--- src/rtl/render_pkg.sv ---
// Shared types and constants for the colour-detect overlay renderer.
package render_pkg;

   typedef enum logic [1:0] {
      MODE_PASS = 2'd0,
      MODE_MASK = 2'd1,
      MODE_OVL  = 2'd2,
      MODE_ALL  = 2'd3
   } mode_e;

   localparam logic [23:0] DEF_MASK_COLOR  = 24'h00FF00;
   localparam logic [23:0] DEF_BOX_COLOR   = 24'hFFFF00;
   localparam logic [23:0] DEF_CROSS_COLOR = 24'hFF0000;
   localparam logic [23:0] DEF_LOST_COLOR  = 24'hFF00FF;

   function automatic int unsigned pix_w(input int unsigned dw);
      return 3 * dw;
   endfunction

endpackage

--- src/rtl/render_track.sv ---
// Per-frame centre latching, lost-tracking detection and blink counter.
module render_track import render_pkg::*; #(
   parameter int HW          = 12,
   parameter int VW          = 11,
   parameter int BOX_HC      = 160,
   parameter int BOX_VC      = 120,
   parameter int LOST_FRAMES = 4,
   parameter int BLINK_BITS  = 5
) (
   input  logic          PClk,
   input  logic          Rst,
   input  logic [HW-1:0] VtcHCnt,
   input  logic [VW-1:0] VtcVCnt,
   input  logic [HW-1:0] center_h,
   input  logic [VW-1:0] center_v,
   input  logic          center_valid,
   output logic [HW-1:0] act_h,
   output logic [VW-1:0] act_v,
   output logic          lost,
   output logic          blink_msb
);

   localparam int MW = $clog2(LOST_FRAMES + 1);
   localparam logic [MW-1:0] MISS_MAX = MW'(LOST_FRAMES);

   logic                  fs;
   logic                  seen;
   logic [HW-1:0]         pend_h;
   logic [VW-1:0]         pend_v;
   logic [MW-1:0]         miss_cnt, miss_nxt;
   logic [BLINK_BITS-1:0] blink;

   assign fs = (VtcHCnt == '0) && (VtcVCnt == '0);

   always_comb begin
      // NOTE: default first so every path assigns miss_nxt and no latch is inferred.
      miss_nxt = miss_cnt;
      if (fs) begin
         if (seen || center_valid)
            miss_nxt = '0;
         else if (miss_cnt != MISS_MAX)
            miss_nxt = miss_cnt + 1'b1;
      end
   end

   // NOTE: non-blocking assignments keep all state updates concurrent at the edge.
   always_ff @(posedge PClk) begin
      if (Rst) begin
         seen     <= 1'b0;
         pend_h   <= HW'(BOX_HC);
         pend_v   <= VW'(BOX_VC);
         act_h    <= HW'(BOX_HC);
         act_v    <= VW'(BOX_VC);
         miss_cnt <= MISS_MAX;
         blink    <= '0;
         lost     <= 1'b1;
      end else begin
         miss_cnt <= miss_nxt;
         lost     <= (miss_nxt == MISS_MAX);
         if (center_valid) begin
            pend_h <= center_h;
            pend_v <= center_v;
         end
         if (fs) begin
            seen  <= 1'b0;
            blink <= blink + 1'b1;
            // A strobe on the frame-start cycle bypasses the pending register.
            if (center_valid) begin
               act_h <= center_h;
               act_v <= center_v;
            end else if (seen) begin
               act_h <= pend_h;
               act_v <= pend_v;
            end
         end else if (center_valid) begin
            seen <= 1'b1;
         end
      end
   end

   assign blink_msb = blink[BLINK_BITS-1];

endmodule

--- src/rtl/render_overlay.sv ---
// Two-stage pixel pipeline merging mask tint, target box and tracking cross onto video.
module render_overlay import render_pkg::*; #(
   parameter int DW          = 8,
   parameter int HW          = 12,
   parameter int VW          = 11,
   parameter int BOX_HC      = 160,
   parameter int BOX_VC      = 120,
   parameter int BOX_HALF    = 16,
   parameter int CROSS_HALF  = 0,
   parameter int LOST_FRAMES = 4,
   parameter int BLINK_BITS  = 5,
   parameter logic [pix_w(DW)-1:0] MASK_COLOR  = DEF_MASK_COLOR,
   parameter logic [pix_w(DW)-1:0] BOX_COLOR   = DEF_BOX_COLOR,
   parameter logic [pix_w(DW)-1:0] CROSS_COLOR = DEF_CROSS_COLOR,
   parameter logic [pix_w(DW)-1:0] LOST_COLOR  = DEF_LOST_COLOR
) (
   input  logic                 PClk,
   input  logic                 Rst,
   input  logic [pix_w(DW)-1:0] RGB24,
   input  logic                 Binary_in,
   input  logic [HW-1:0]        VtcHCnt,
   input  logic [VW-1:0]        VtcVCnt,
   input  logic [HW-1:0]        center_h,
   input  logic [VW-1:0]        center_v,
   input  logic                 center_valid,
   input  logic [1:0]           mode,
   output logic [pix_w(DW)-1:0] RGB_render,
   output logic                 lost
);

   localparam int PW = pix_w(DW);
   localparam logic [HW-1:0] BOX_L  = HW'(BOX_HC - BOX_HALF);
   localparam logic [HW-1:0] BOX_R  = HW'(BOX_HC + BOX_HALF);
   localparam logic [VW-1:0] BOX_T  = VW'(BOX_VC - BOX_HALF);
   localparam logic [VW-1:0] BOX_B  = VW'(BOX_VC + BOX_HALF);
   localparam logic [HW-1:0] XH_LIM = HW'(CROSS_HALF);
   localparam logic [VW-1:0] XV_LIM = VW'(CROSS_HALF);

   logic [HW-1:0] act_h, dist_h;
   logic [VW-1:0] act_v, dist_v;
   logic          blink_msb;
   logic          box_hit, cross_on;

   render_track #(
      .HW(HW), .VW(VW), .BOX_HC(BOX_HC), .BOX_VC(BOX_VC),
      .LOST_FRAMES(LOST_FRAMES), .BLINK_BITS(BLINK_BITS)
   ) u_track (
      .PClk(PClk), .Rst(Rst), .VtcHCnt(VtcHCnt), .VtcVCnt(VtcVCnt),
      .center_h(center_h), .center_v(center_v), .center_valid(center_valid),
      .act_h(act_h), .act_v(act_v), .lost(lost), .blink_msb(blink_msb)
   );

   // Distances are taken larger-minus-smaller so screen edges never wrap.
   assign dist_h = (VtcHCnt >= act_h) ? (VtcHCnt - act_h) : (act_h - VtcHCnt);
   assign dist_v = (VtcVCnt >= act_v) ? (VtcVCnt - act_v) : (act_v - VtcVCnt);

   assign box_hit = (((VtcHCnt == BOX_L) || (VtcHCnt == BOX_R)) &&
                     (VtcVCnt >= BOX_T) && (VtcVCnt <= BOX_B)) ||
                    (((VtcVCnt == BOX_T) || (VtcVCnt == BOX_B)) &&
                     (VtcHCnt >= BOX_L) && (VtcHCnt <= BOX_R));
   assign cross_on = ((dist_h <= XH_LIM) || (dist_v <= XV_LIM)) && (!lost || blink_msb);

   logic          box_q, cross_q, bin_q, lost_q;
   mode_e         mode_q;
   logic [PW-1:0] rgb_q, pix_mux;

   always_ff @(posedge PClk) begin
      if (Rst) begin
         box_q   <= 1'b0;
         cross_q <= 1'b0;
         bin_q   <= 1'b0;
         lost_q  <= 1'b0;
         mode_q  <= MODE_PASS;
         rgb_q   <= '0;
      end else begin
         box_q   <= box_hit;
         cross_q <= cross_on;
         bin_q   <= Binary_in;
         lost_q  <= lost;
         mode_q  <= mode_e'(mode);
         rgb_q   <= RGB24;
      end
   end

   always_comb begin
      pix_mux = rgb_q;
      if ((mode_q == MODE_OVL || mode_q == MODE_ALL) && box_q)
         pix_mux = BOX_COLOR;
      else if ((mode_q == MODE_OVL || mode_q == MODE_ALL) && cross_q)
         pix_mux = lost_q ? LOST_COLOR : CROSS_COLOR;
      else if ((mode_q == MODE_MASK || mode_q == MODE_ALL) && bin_q)
         pix_mux = MASK_COLOR;
   end

   always_ff @(posedge PClk) begin
      if (Rst) RGB_render <= '0;
      else     RGB_render <= pix_mux;
   end

endmodule

--- config.mk ---
export PLATFORM = sky130hd
export DESIGN_NAME = render_overlay
export DESIGN_NICKNAME = d
export VERILOG_FILES = /design/src/rtl/render_pkg.sv /design/src/rtl/render_track.sv /design/src/rtl/render_overlay.sv
export SDC_FILE = /design/constraint.sdc
export NUM_CORES = 1
export LEC_CHECK = 0
export ABC_AREA = 0
export BUFFER_PORTS_ARGS = -buffer_cell sky130_fd_sc_hd__clkbuf_2
export CAP_MARGIN = 15
export CORE_MARGIN = 10
export CORE_UTILIZATION = 60
export CTS_CLUSTER_SIZE = 8
export DETAILED_ROUTE_END_ITERATION = 7
export PLACE_DENSITY = 0.85
export SYNTH_ARGS = -nofsm -noshare
export SYNTH_HDL_FRONTEND = slang
export SYNTH_SLANG_ARGS = --single-unit
--- constraint.sdc ---
create_clock -name PClk -period 6.35 [get_ports PClk]
set_clock_uncertainty 0.2 [all_clocks]
set_input_delay 0.9525 -clock PClk [delete_from_list [all_inputs] [get_ports PClk]]
set_output_delay 0.9525 -clock PClk [all_outputs]
set_load 0.02 [all_outputs]
---- After elaboration in Yosys (flattened, before gate mapping) ----
Cells that the tools add are included.
Widths: inputs -> output; s select.
storage, ports and cells
  register bits after elaboration ......... 110
  output and inout port bits .............. 25
cells by class
  add/sub/neg operators ................... 6
  $lt $le $gt $ge ......................... 8
  equal/unequal tests ..................... 9
  mux-type cells .......................... 13
  reduce and logical (&&, ||, !) cells .... 24
operators with widths
  cell                 count
  $mux 24              3
  $mux 12              3
  $mux 11              3
  $eq 12x8->1 const B  2
  $sub 12x12->12       2
  $sub 11x11->11       2
  $ge 12x12->1         1
  $ge 12x8->1 const B  1
  $le 12x1->1 const B  1
  $le 12x8->1 const B  1
  $logic_not 12->1     1
  $eq 11x7->1 const B  1
  $eq 11x8->1 const B  1
  $ge 11x11->1         1
  $ge 11x7->1 const B  1
  $le 11x1->1 const B  1
  $le 11x8->1 const B  1
  $logic_not 11->1     1
  $logic_and 1x1->1    9
  $mux 3               3
  $logic_or 1x1->1     8
  $mux 8               1
  $add 5x1->5 const B  1
  $eq 2x2->1 const B   2
  8 further kinds      9

---- Longest topological paths before layout ----
Gate-level depths: netlist of run 1.
  word-level depth ........................ 6
  gate-level depth with buffers ........... 12
  gate-level depth less buffers ........... 10

---- Cells and area by module ----
A second synthesis of run 1 with hierarchy kept.
second synthesis, totals
  cells, all modules ...................... 688
  area total of the unflattened synthesis .. 5995.8 µm²
modules (own cells, without submodules)
  module          instances  cells an instance  area each (µm²)  sequential area each (µm²)
  render_overlay  1          475                3737.3           1081.0
  render_track    1          213                2258.4           1121.1

---- Worst setup path after synthesis of run 1 ----
No wires, ideal clock.
  path kind ............................... input port to flip-flop
  start ................................... input port VtcHCnt[0]
  end ..................................... register cross_q
  setup time .............................. 129 ps
  arrival time ............................ 3021 ps
  data required time ...................... 6021 ps
  setup slack ............................. 3000 ps
  stages on the path ...................... 11
  cells stage by stage .................... inv_1 > ha_1 > nand2b_1 > a2111oi_0 > or3_4 > and3_4 > buf_6 > mux2_4 > o221a_1 > nand4_1 > o311ai_1
on the way
  word-level cells in the longest chain between the ends .. 5
  elaborated cells on any way between the ends .. 7
RTL lines
  item                                                   RTL line              source
  from (decl)                                            render_overlay.sv:21  input logic [HW-1:0] VtcHCnt,
  $sub 12x12->12 / $ge 12x12->1 (equally long branches)  render_overlay.sv:54  assign dist_h = (VtcHCnt >= act_h) ? (VtcHCnt - act_h) : (act_h - VtcHCnt);
  $mux 12 (*)                                            render_overlay.sv:54
  $le 12x1->1 (*)                                        render_overlay.sv:61  assign cross_on = ((dist_h <= XH_LIM) || (dist_v <= XV_LIM)) && (!lost || blink_msb);
  $logic_or 1x1->1 (*)                                   render_overlay.sv:61
  $logic_and 1x1->1 (*)                                  render_overlay.sv:61
  to (signal assigned)                                   render_overlay.sv:77  cross_q <= cross_on;
  to (decl)                                              render_overlay.sv:63  logic box_q, cross_q, bin_q, lost_q;
Every way passes the cells marked *; elsewhere a longest branch is shown, timed or not.
A chain may end at the register's enable or synchronous reset.

---- Worst setup path after layout of run 1 ----
Same ends and word-level chain as after synthesis.

==> flow_summary.ini, run 1 <==
[pwr]
p_leak_nw = 2.91
power_density_mw_per_mm2 = 206
max-vdd-ir-drop_v = 0.000115
clkPwrFrac_pct = 30.3
p_switching_uw = 362
swShare_pct = 27.7
p_total_mw = 1.31
p_comb_share_pct = 14.4
pwr-share-seq_pct = 55.3
p_int_uw = 944

[clock_tree]
cts_root_buffer = clkbuf_8
clkTransAtPathRegs_ps = 100
clk-insertion-delay-late_ps = 380
numClockSinks = 110
tritoncts = done
cts_resized = 0
cts_buffer_depth = 2
h-tree-depth = 3
numCtsBuffers = 9
hold_buffers = 0
post_cts_buffers = 0

[run]
drv_cap = 0

[die]
io_pins = 101
initial_core_util_pct = 61.1
die_w_um = 117
design.core.area_mm2 = 0.00920
die_h_um = 117
die_area_mm2 = 0.0136
rows = 35

[synthesis]
yosys.cell_count.top_type = dfxtp_1
synthDominantCellAreaShare_pct = 39.2
synthMuxAreaShare_pct = 4.38
ys_async_sr_fraction_pct = 0
synth_compound_area_share_pct = 18.9
synthCells = 644
syn_area_mm2 = 0.00562
synth.avg_cell_area_um2 = 8.73
synth_nets = 767
synth.area.top_cells = dfxtp_1 (39%), ha_1 (10%), a21oi_1 (5.1%), nor2b_1 (4.3%), mux2i_1 (3.9%)
ys_types = 70
synth_edf_count = 0
ys_warn_count = 0
synth_top_family_by_area = simple AND/OR/NAND/NOR gates
synth_fa_ha_area_share_pct = 10.5
yosys-top-cells-count = dfxtp_1 (110), inv_1 (58), a21oi_1 (57)
yosysTopAreaCell = dfxtp_1
ys_seq_area_share_pct = 39.2
synth_seq_cells = 110
synth-main-ff-cell = dfxtp_1
synthSimpleGateAreaFrac_pct = 18.9
synthXorXnorAreaFrac_pct = 2.18

[timing]
period_share_pct = 53.6
worst_slew_pin_slew_ps = 945
slew_violations = 0
min_period_ps = 3410
slew_headroom_pct = 37.0
max_freq_mhz = 294
hold_viol = 0
rsz0062_at_grt = false
setup_viol_count_final = 0
fin_setup_tns_ps = 0

[finish]
layout-drive-gt1-share_pct = 18.3
syn_to_final_growth_pct = 12.7
nets = 854
antenna_cells = 0

[routing]
drtAntennaViolNets = 0
wirelength_um = 13700
drc = 0
vias_per_cell = 5.70
dr.pass1.iters = 4
wire_per_inst_um = 16.2
drt-initial-drc-count = 296
vias = 4824

[worst_setup_path]
cp.required_ps = 6420
critPathMaxStageDelay_ps = 660
path_buf_inv = 2
end_kind = flop
path_cells = clkbuf_2 > inv_1 > ha_1 > nand2b_1 > a2111oi_0 > or3_4 > a21oi_1 > nor4_1 > o221a_1 > nand4_1 > o311ai_1
cp_max_fo = 5
crit_path_start_kind = input port
cp_slowest_cell = a2111oi_0
critPathKind = input port to flop
arrival_ps = 3480
path_delay_family = compound AO/OA/AOI/OAI gates
r2r_setup_slack_ps = 3350

[status]
status = completed

[place]
hpwl_um = 10600
io_buffers = 100
gp_congestion = 0.928

[grt]
grt_max_degree = 81
grt-ovfl-total = 0
first_global_vias = 4864
grt.total_usage_pct = 20.1
antenna_found_initial = 0
grt_pass1_wl_um = 22200

[worst_hold_path]
min_path_type = flop to flop
-- cell type report --
class,count,area [µm²]
Clock buffer,10,128
Clock inverter,6,50.0
Fill cell,731,2860
Inverter,58,218
Multi-Input combinational cell,450,3090
Sequential cell,110,2200
Tap cell,111,139
Timing Repair Buffer,102,515
-- metal layers --
layer	global-route usage [%]	vias up	share of wire [%]
met5	0	-	0
met4	7.66	0	2.0
met3	4.69	26	5.1
met2	35.1	115	51
met1	23.3	2266	42
li1	-	2417	-
-- cells in the final DEF (no fill, tap or decap), types with 3 or more instances in the layout --
master    count
or4_1         4
nand4_1       6
a41oi_1       3
o22ai_1       7
mux2i_1      22
o21ai_1       6
o31a_1        3
nor2b_1      39
o21bai_1      4
a21o_1        8
nor2_1       53
xor2_1        7
inv_1        58
xnor2_1       7
nand2b_1      8
nor4_1       10
or3_1         3
nor3_1       12
clkbuf_2    100
and3_1        3
o21ai_0      18
nand2_1      42
o21a_1       11
nand3_1       8
clkbuf_8      9
ha_1         47
a21oi_1      57
a32oi_1       3
dfxtp_1     110
a31oi_1       4
a211oi_1     10
-- sequential cells by signal, summed over array words and instances (netlist names) --
signal and flops:
RGB_render 24, u_track.blink 5, rgb_q 24, u_track.act_h 12, mode_q 2, bin_q 1
u_track.lost 1, box_q 1, u_track.act_v 11, u_track.miss_cnt 3, cross_q 1, u_track.seen 1
u_track.pend_h 12, u_track.pend_v 11, lost_q 1
-- power groups by stage --
stage,logic (mW),registers (mW),clock network [mW]
CTS,0.187,0.722,0.404
global placement,0.180,0.737,0
floorplan,0.118,0.745,0
detailed placement,0.186,0.738,0
finish,0.188,0.722,0.396
global route,0.208,0.725,0.428
-- tightest hold or removal path: cells and delay by family (launching register included) --
| family | cells | cell delay, ps |
|---|---|---|
| compound gates | 1 | 50 |
| simple gates | 1 | 50 |
| flops | 1 | 310 |
-- worst paths after layout --
check,to,depth (start not counted),startpoint
worst min-delay path,RGB_render[5]$_SDFF_PP0_,2,rgb_q[5]$_SDFF_PP0_
worst min register to register,RGB_render[5]$_SDFF_PP0_,2,rgb_q[5]$_SDFF_PP0_
worst max-delay path,cross_q$_SDFF_PP0_,11,VtcHCnt[0]
worst max register to register,cross_q$_SDFF_PP0_,9,u_track.act_h[0]$_SDFFE_PP0P_
-- cell families after synthesis --
group | after synthesis
and+or+nand+nor | 204
buffers and inverters | 84
xor gates and xnor gates | 14
muxes | 24
adders and majority gates | 47
AOI/OAI and AO/OA | 161
DFF | 110
-- through the flow --
step	instances	setup slack [ps]	instance area, µm²	utilization, %	hold WS [ps]
finish	847	2940	6340	68.9	244
global placement	831	2670	6160	67.0	228
CTS	847	3010	6340	68.9	246
floorplan	644	3000	5620	-	222
global route	847	2850	6340	68.9	266
detailed placement	831	2630	6160	67.0	229
No activity file was read; power rests on OpenSTA's default activity.
==> run 2, diff against run 1 <==
--- a/config.mk
+++ b/config.mk
@@ -9,10 +9,10 @@
 export BUFFER_PORTS_ARGS = -buffer_cell sky130_fd_sc_hd__clkbuf_2
 export CAP_MARGIN = 15
 export CORE_MARGIN = 10
-export CORE_UTILIZATION = 60
+export CORE_UTILIZATION = 56
 export CTS_CLUSTER_SIZE = 8
 export DETAILED_ROUTE_END_ITERATION = 7
-export PLACE_DENSITY = 0.85
+export PLACE_DENSITY = 0.8
 export SYNTH_ARGS = -nofsm -noshare
 export SYNTH_HDL_FRONTEND = slang
 export SYNTH_SLANG_ARGS = --single-unit
==> constraint.sdc (replaced) <==
create_clock -name PClk -period 3.3 [get_ports PClk]
set_clock_uncertainty 0.2 [all_clocks]
set_input_delay 0.495 -clock PClk [delete_from_list [all_inputs] [get_ports PClk]]
set_output_delay 0.495 -clock PClk [all_outputs]
set_load 0.02 [all_outputs]
==> run 2 against run 1 <==
Net effect:
- clock power rose by 110%
- design area rose by 1.8%
- sequential power rose by 93%
- flip-flop and latch count did not move
- non-clock buffer count up 9
- utilization shrank 2.9 points
- highest routed layer unchanged
- hold slack got worse by 130 ps
- via count grew 0.62%
- die area increased by 5.9%
- wire length is 3.8% higher
- critical path type unchanged
- count of clock-buffer cells in the layout decreased by 1
- largest cell class unchanged
==> flow_summary.ini, run 2 (synthesis gave the netlist of run 1 again) <==
[status]
status = completed

[routing]
drt-initial-drc-count = 333
drc = 0
dr.pass1.iters = 5
vias_per_cell = 5.53
wl_met2_um = 7080
vias = 4854
highest_layer = met4
wl_met1_um = 5880
drtAntennaViolNets = 0
wirelength_um = 14300
wire_per_inst_um = 16.2
routed-wl-met3_um = 950

[die]
rows = 36
io_pins = 101
initial_core_util_pct = 57.5
die_area_mm2 = 0.0144
die_w_um = 120
die_h_um = 120
design.core.area_mm2 = 0.00977

[finish]
nets = 863
nFillCells = 836
syn_to_final_growth_pct = 14.8
multi_input_area_mm2 = 0.00308
layout-drive-gt1-share_pct = 19.3
final-seq-area_mm2 = 0.00220
utilization_pct = 66.0
reg.largest.list = RGB_render x24, rgb_q x24
final_cell_mix = dfxtp_1 (110), clkbuf_2 (100), inv_1 (58)
layout_commonest_cell = dfxtp_1
antenna_cells = 0

[clock_tree]
post_cts_buffers = 0
clk-insertion-delay-late_ps = 380
numClockSinks = 110
cts_buffer_depth = 2
cts_root_buffer = clkbuf_8
numCtsBuffers = 9
tritoncts = done
h-tree-depth = 3
cts_resized = 0
hold_buffers = 0
clkTransAtPathRegs_ps = 120

[timing]
period_share_pct = 85.8
max_freq_mhz = 353
slew_violations = 0
rsz0062_at_grt = false
min_period_ps = 2830
slew_headroom_pct = 48.5
hold_viol = 0
fin_setup_tns_ps = 0
worst_slew_pin_slew_ps = 772
setup_viol_count_final = 0

[worst_setup_path]
cp.required_ps = 3400
end_kind = flop
cp_max_fo = 12
r2r_setup_slack_ps = 470
cp_slowest_cell = or4_1
crit_path_start_kind = input port
path_delay_family = simple AND/OR/NAND/NOR gates
critPathKind = input port to flop
path_cells = clkbuf_2 > inv_1 > ha_1 > or4_1 > nor4_1 > nor3_1 > a311oi_1 > nand4b_1 > a32oi_1 > nand4_1 > o311ai_1
path_buf_inv = 2
arrival_ps = 2930
critPathMaxStageDelay_ps = 550

[worst_hold_path]
min_path_type = input port to flop

[pwr]
p_total_mw = 2.58
power_density_mw_per_mm2 = 399
p_leak_nw = 2.96
max-vdd-ir-drop_v = 0.000214

[run]
drv_cap = 0

[grt]
first_global_vias = 4893
grt_max_degree = 79
grt.total_usage_pct = 19.3
grt-ovfl-total = 0
grt_pass1_wl_um = 23000
antenna_found_initial = 0

[place]
hpwl_um = 11000
io_buffers = 100
gp_congestion = 0.928
-- run 2: power by group --
part | internal [mW] | leakage, nW | total (mW) | switching [mW]
logic | 0.156 | 1.96 | 0.366 | 0.210
registers | 1.38 | 0.904 | 1.39 | 0.0126
clock network | 0.300 | 0.103 | 0.822 | 0.522
total | 1.83 | 2.96 | 2.58 | 0.745
-- run 2: per-stage QoR --
step | hold WS [ps] | std cells | setup WS, ps | cell area (µm²)
2_1_floorplan | 222 | 644 | 408 | 5620
3_3_place_gp | 225 | 862 | 167 | 6250
3_5_place_dp | 231 | 862 | 108 | 6250
4_1_cts | 105 | 878 | 486 | 6450
5_1_grt | 107 | 878 | 239 | 6450
6_report | 111 | 878 | 467 | 6450
-- run 2: worst reg2reg max path: cells and delay by family (launching register included) --
family | cells | cell delay (ps)
simple gates | 5 | 1150
fa+ha+maj | 1 | 420
compound gates | 3 | 650
flops | 1 | 330
-- run 2: layer usage --
layer	GRT usage, %	up-vias
li1	-	2439
met1	22.5	2242
met2	33.4	148
met3	4.47	25
met4	7.69	0
met5	0	-
-- run 2: worst paths after layout --
kind	startpoint	to	depth (start not counted)
worst max-delay path	VtcHCnt[4]	cross_q$_SDFF_PP0_	11
worst min-delay path	RGB24[20]	rgb_q[20]$_SDFF_PP0_	2
worst max register to register	u_track.act_h[4]$_SDFFE_PP0P_	cross_q$_SDFF_PP0_	9
worst min register to register	rgb_q[6]$_SDFF_PP0_	RGB_render[6]$_SDFF_PP0_	2
-- run 2: final cells by class --
| type | count | share of cell area, % |
|---|---|---|
| clock buffers | 9 | 1.92 |
| clock inverters | 7 | 1.20 |
| inverters | 58 | 3.37 |
| multi-input cells | 450 | 47.8 |
| flip-flops and latches | 110 | 34.1 |
| well taps | 133 | 2.58 |
| repair buffers | 111 | 9.04 |
==> run 3, diff against run 2 <==
--- a/config.mk
+++ b/config.mk
@@ -10,7 +10,7 @@
 export CAP_MARGIN = 15
 export CORE_MARGIN = 10
 export CORE_UTILIZATION = 56
-export CTS_CLUSTER_SIZE = 8
+export CTS_CLUSTER_SIZE = 10
 export DETAILED_ROUTE_END_ITERATION = 7
 export PLACE_DENSITY = 0.8
 export SYNTH_ARGS = -nofsm -noshare
==> constraint.sdc (replaced) <==
create_clock -name PClk -period 3.3 [get_ports PClk]
set_clock_uncertainty 0.2 [all_clocks]
set_input_delay 0.33 -clock PClk [delete_from_list [all_inputs] [get_ports PClk]]
set_output_delay 0.33 -clock PClk [all_outputs]
set_load 0.02 [all_outputs]
==> run 3 against run 2 <==
Net effect:
- hold slack got worse by 93 ps
- count of clock-buffer cells in the layout rose by 1
- critical path depth fell by 2
- flip-flop and latch count did not move
- combinational power rose by 8.5%
- register-to-register slack got worse by 140 ps
- cell count rose by 3.3%
- utilization rose by 2.9 points
- sequential share of layout area fell by 1.4 points
- total power barely moved
- die area did not move
- first-iteration DRC count fell by 4.8%
- highest routed layer unchanged
==> flow_summary.ini, run 3 (synthesis gave the netlist of run 1 again) <==
[clock_tree]
h-tree-depth = 3
post_cts_buffers = 0
clk-insertion-delay-late_ps = 400
cts_root_buffer = clkbuf_8
clkTransAtPathRegs_ps = 120
cts_resized = 0
cts_buffer_depth = 2
tritoncts = done
numCtsBuffers = 9
numClockSinks = 110

[grt]
grt_max_degree = 60
antenna_found_initial = 1
grt.total_usage_pct = 20.7
grt-ovfl-total = 0
grt_pass1_wl_um = 24700
first_global_vias = 5131

[timing]
period_share_pct = 90.1
slew_headroom_pct = 50.3
slew_violations = 0
rsz0062_at_grt = false
final.setup.worst_slack_ps = 325
setup_viol_count_final = 0
min_period_ps = 2970
fin_setup_tns_ps = 0
max_freq_mhz = 336
worst_slew_pin_slew_ps = 741
hold_viol = 0

[routing]
drtAntennaViolNets = 0
wire_per_inst_um = 16.5
dr.pass1.iters = 5
drt-initial-drc-count = 317
vias_per_cell = 5.49
vias = 4977
drc = 0
wirelength_um = 14900

[worst_hold_path]
whs_endpoint = u_track.pend_h[8]$_SDFFE_PP0P_
whs_path_depth = 3
worstHoldStart = center_h[8]
min_path_type = input port to flop

[die]
die_h_um = 120
io_pins = 101
initial_core_util_pct = 57.5
design.core.area_mm2 = 0.00977
die_area_mm2 = 0.0144
die_w_um = 120
rows = 36

[place]
dp_cells = 857
place_area_mm2 = 0.00621
place_ws_ps = 192
hpwl_um = 10700
gp_congestion = 0.919
io_buffers = 100

[finish]
layout-drive-gt1-share_pct = 17.9
nFillCells = 801
nets = 891
instances_no_fill = 907
final_cell_mix = dfxtp_1 (110), clkbuf_2 (100), inv_1 (58)
fin_area_mm2 = 0.00673
reg.largest.list = RGB_render x24, rgb_q x24
syn_to_final_growth_pct = 19.7
layout_commonest_cell = dfxtp_1

[pwr]
p_leak_nw = 3.07
max-vdd-ir-drop_v = 0.000293
p_total_mw = 2.58
power_density_mw_per_mm2 = 383

[worst_setup_path]
critPathKind = flop to flop
cp.required_ps = 3370
worstReg2RegStart = u_track.act_h[0]$_SDFFE_PP0P_
arrival_ps = 3050
crit_start = u_track.act_h[0]$_SDFFE_PP0P_
cp_max_fo = 6
r2r-end = cross_q$_SDFF_PP0_
r2r_cells = 9
end_kind = flop
crit_path_start_kind = flop
r2r_setup_slack_ps = 330

[run]
drv_cap = 0

[status]
status = completed
run 3: cell count changes in the layout (fill, tap and decap cells not counted), sizes merged:
cell         change
dlygate4sd3     +33
buf              -5
clkbuf           +1
diode            +1
inv              -1
run 3: power by group:
group	internal, mW	total [mW]	switching (mW)
clock network	0.290	0.792	0.502
registers	1.38	1.39	0.0141
logic	0.178	0.397	0.218
total	1.84	2.58	0.735
run 3: cell type report:
cell class	instances	area, µm²	area share [%]
multi-input cells	450	3080	45.8
flip-flops and latches	110	2200	32.7
repair buffers	139	876	13.0
clock buffers	10	128	1.90
well taps	133	166	2.47
diodes	1	2.50	0.0372
inverters	58	218	3.23
clock inverters	6	58.8	0.873
run 3: worst max path at each step:
| stage | endpoint | slack [ps] | depth (start not counted) |
|---|---|---|---|
| floorplan | cross_q$_SDFF_PP0_ | 570 | 11 |
| global placement | cross_q$_SDFF_PP0_ | 290 | 11 |
| detailed placement | cross_q$_SDFF_PP0_ | 190 | 11 |
| CTS | cross_q$_SDFF_PP0_ | 350 | 9 |
| global route | cross_q$_SDFF_PP0_ | 120 | 9 |
| finish | cross_q$_SDFF_PP0_ | 330 | 9 |
run 3: worst max-delay path: stages (launching register included):
cell,delay [ps]
dfxtp_1,330
ha_1,280
nand2b_1,140
a2111oi_0,630
or3_4,280
and3_4,230
mux2_4,310
o221a_1,220
nand4_1,130
o311ai_1,110
run 3: per-layer routing:
metal | up-vias | GRT usage, % | part of all wire (%)
li1 | 2488 | - | -
met1 | 2312 | 23.5 | 42
met2 | 139 | 36.0 | 49
met3 | 38 | 5.12 | 5.4
met4 | 0 | 9.20 | 3.5
met5 | - | 0 | 0
run 3: metrics by stage:
stage / util, % / hold slack, ps
finish: 68.9 / 18.2
global route: 68.9 / 28.6
CTS: 68.8 / 1.67
detailed placement: 63.6 / 235
global placement: 63.6 / 226
floorplan: - / 222
run 3: what timing repair did:
item                       CTS  global route
hold endpoints to repair    32             1
setup endpoints to repair    0             0
hold buffers                32             1
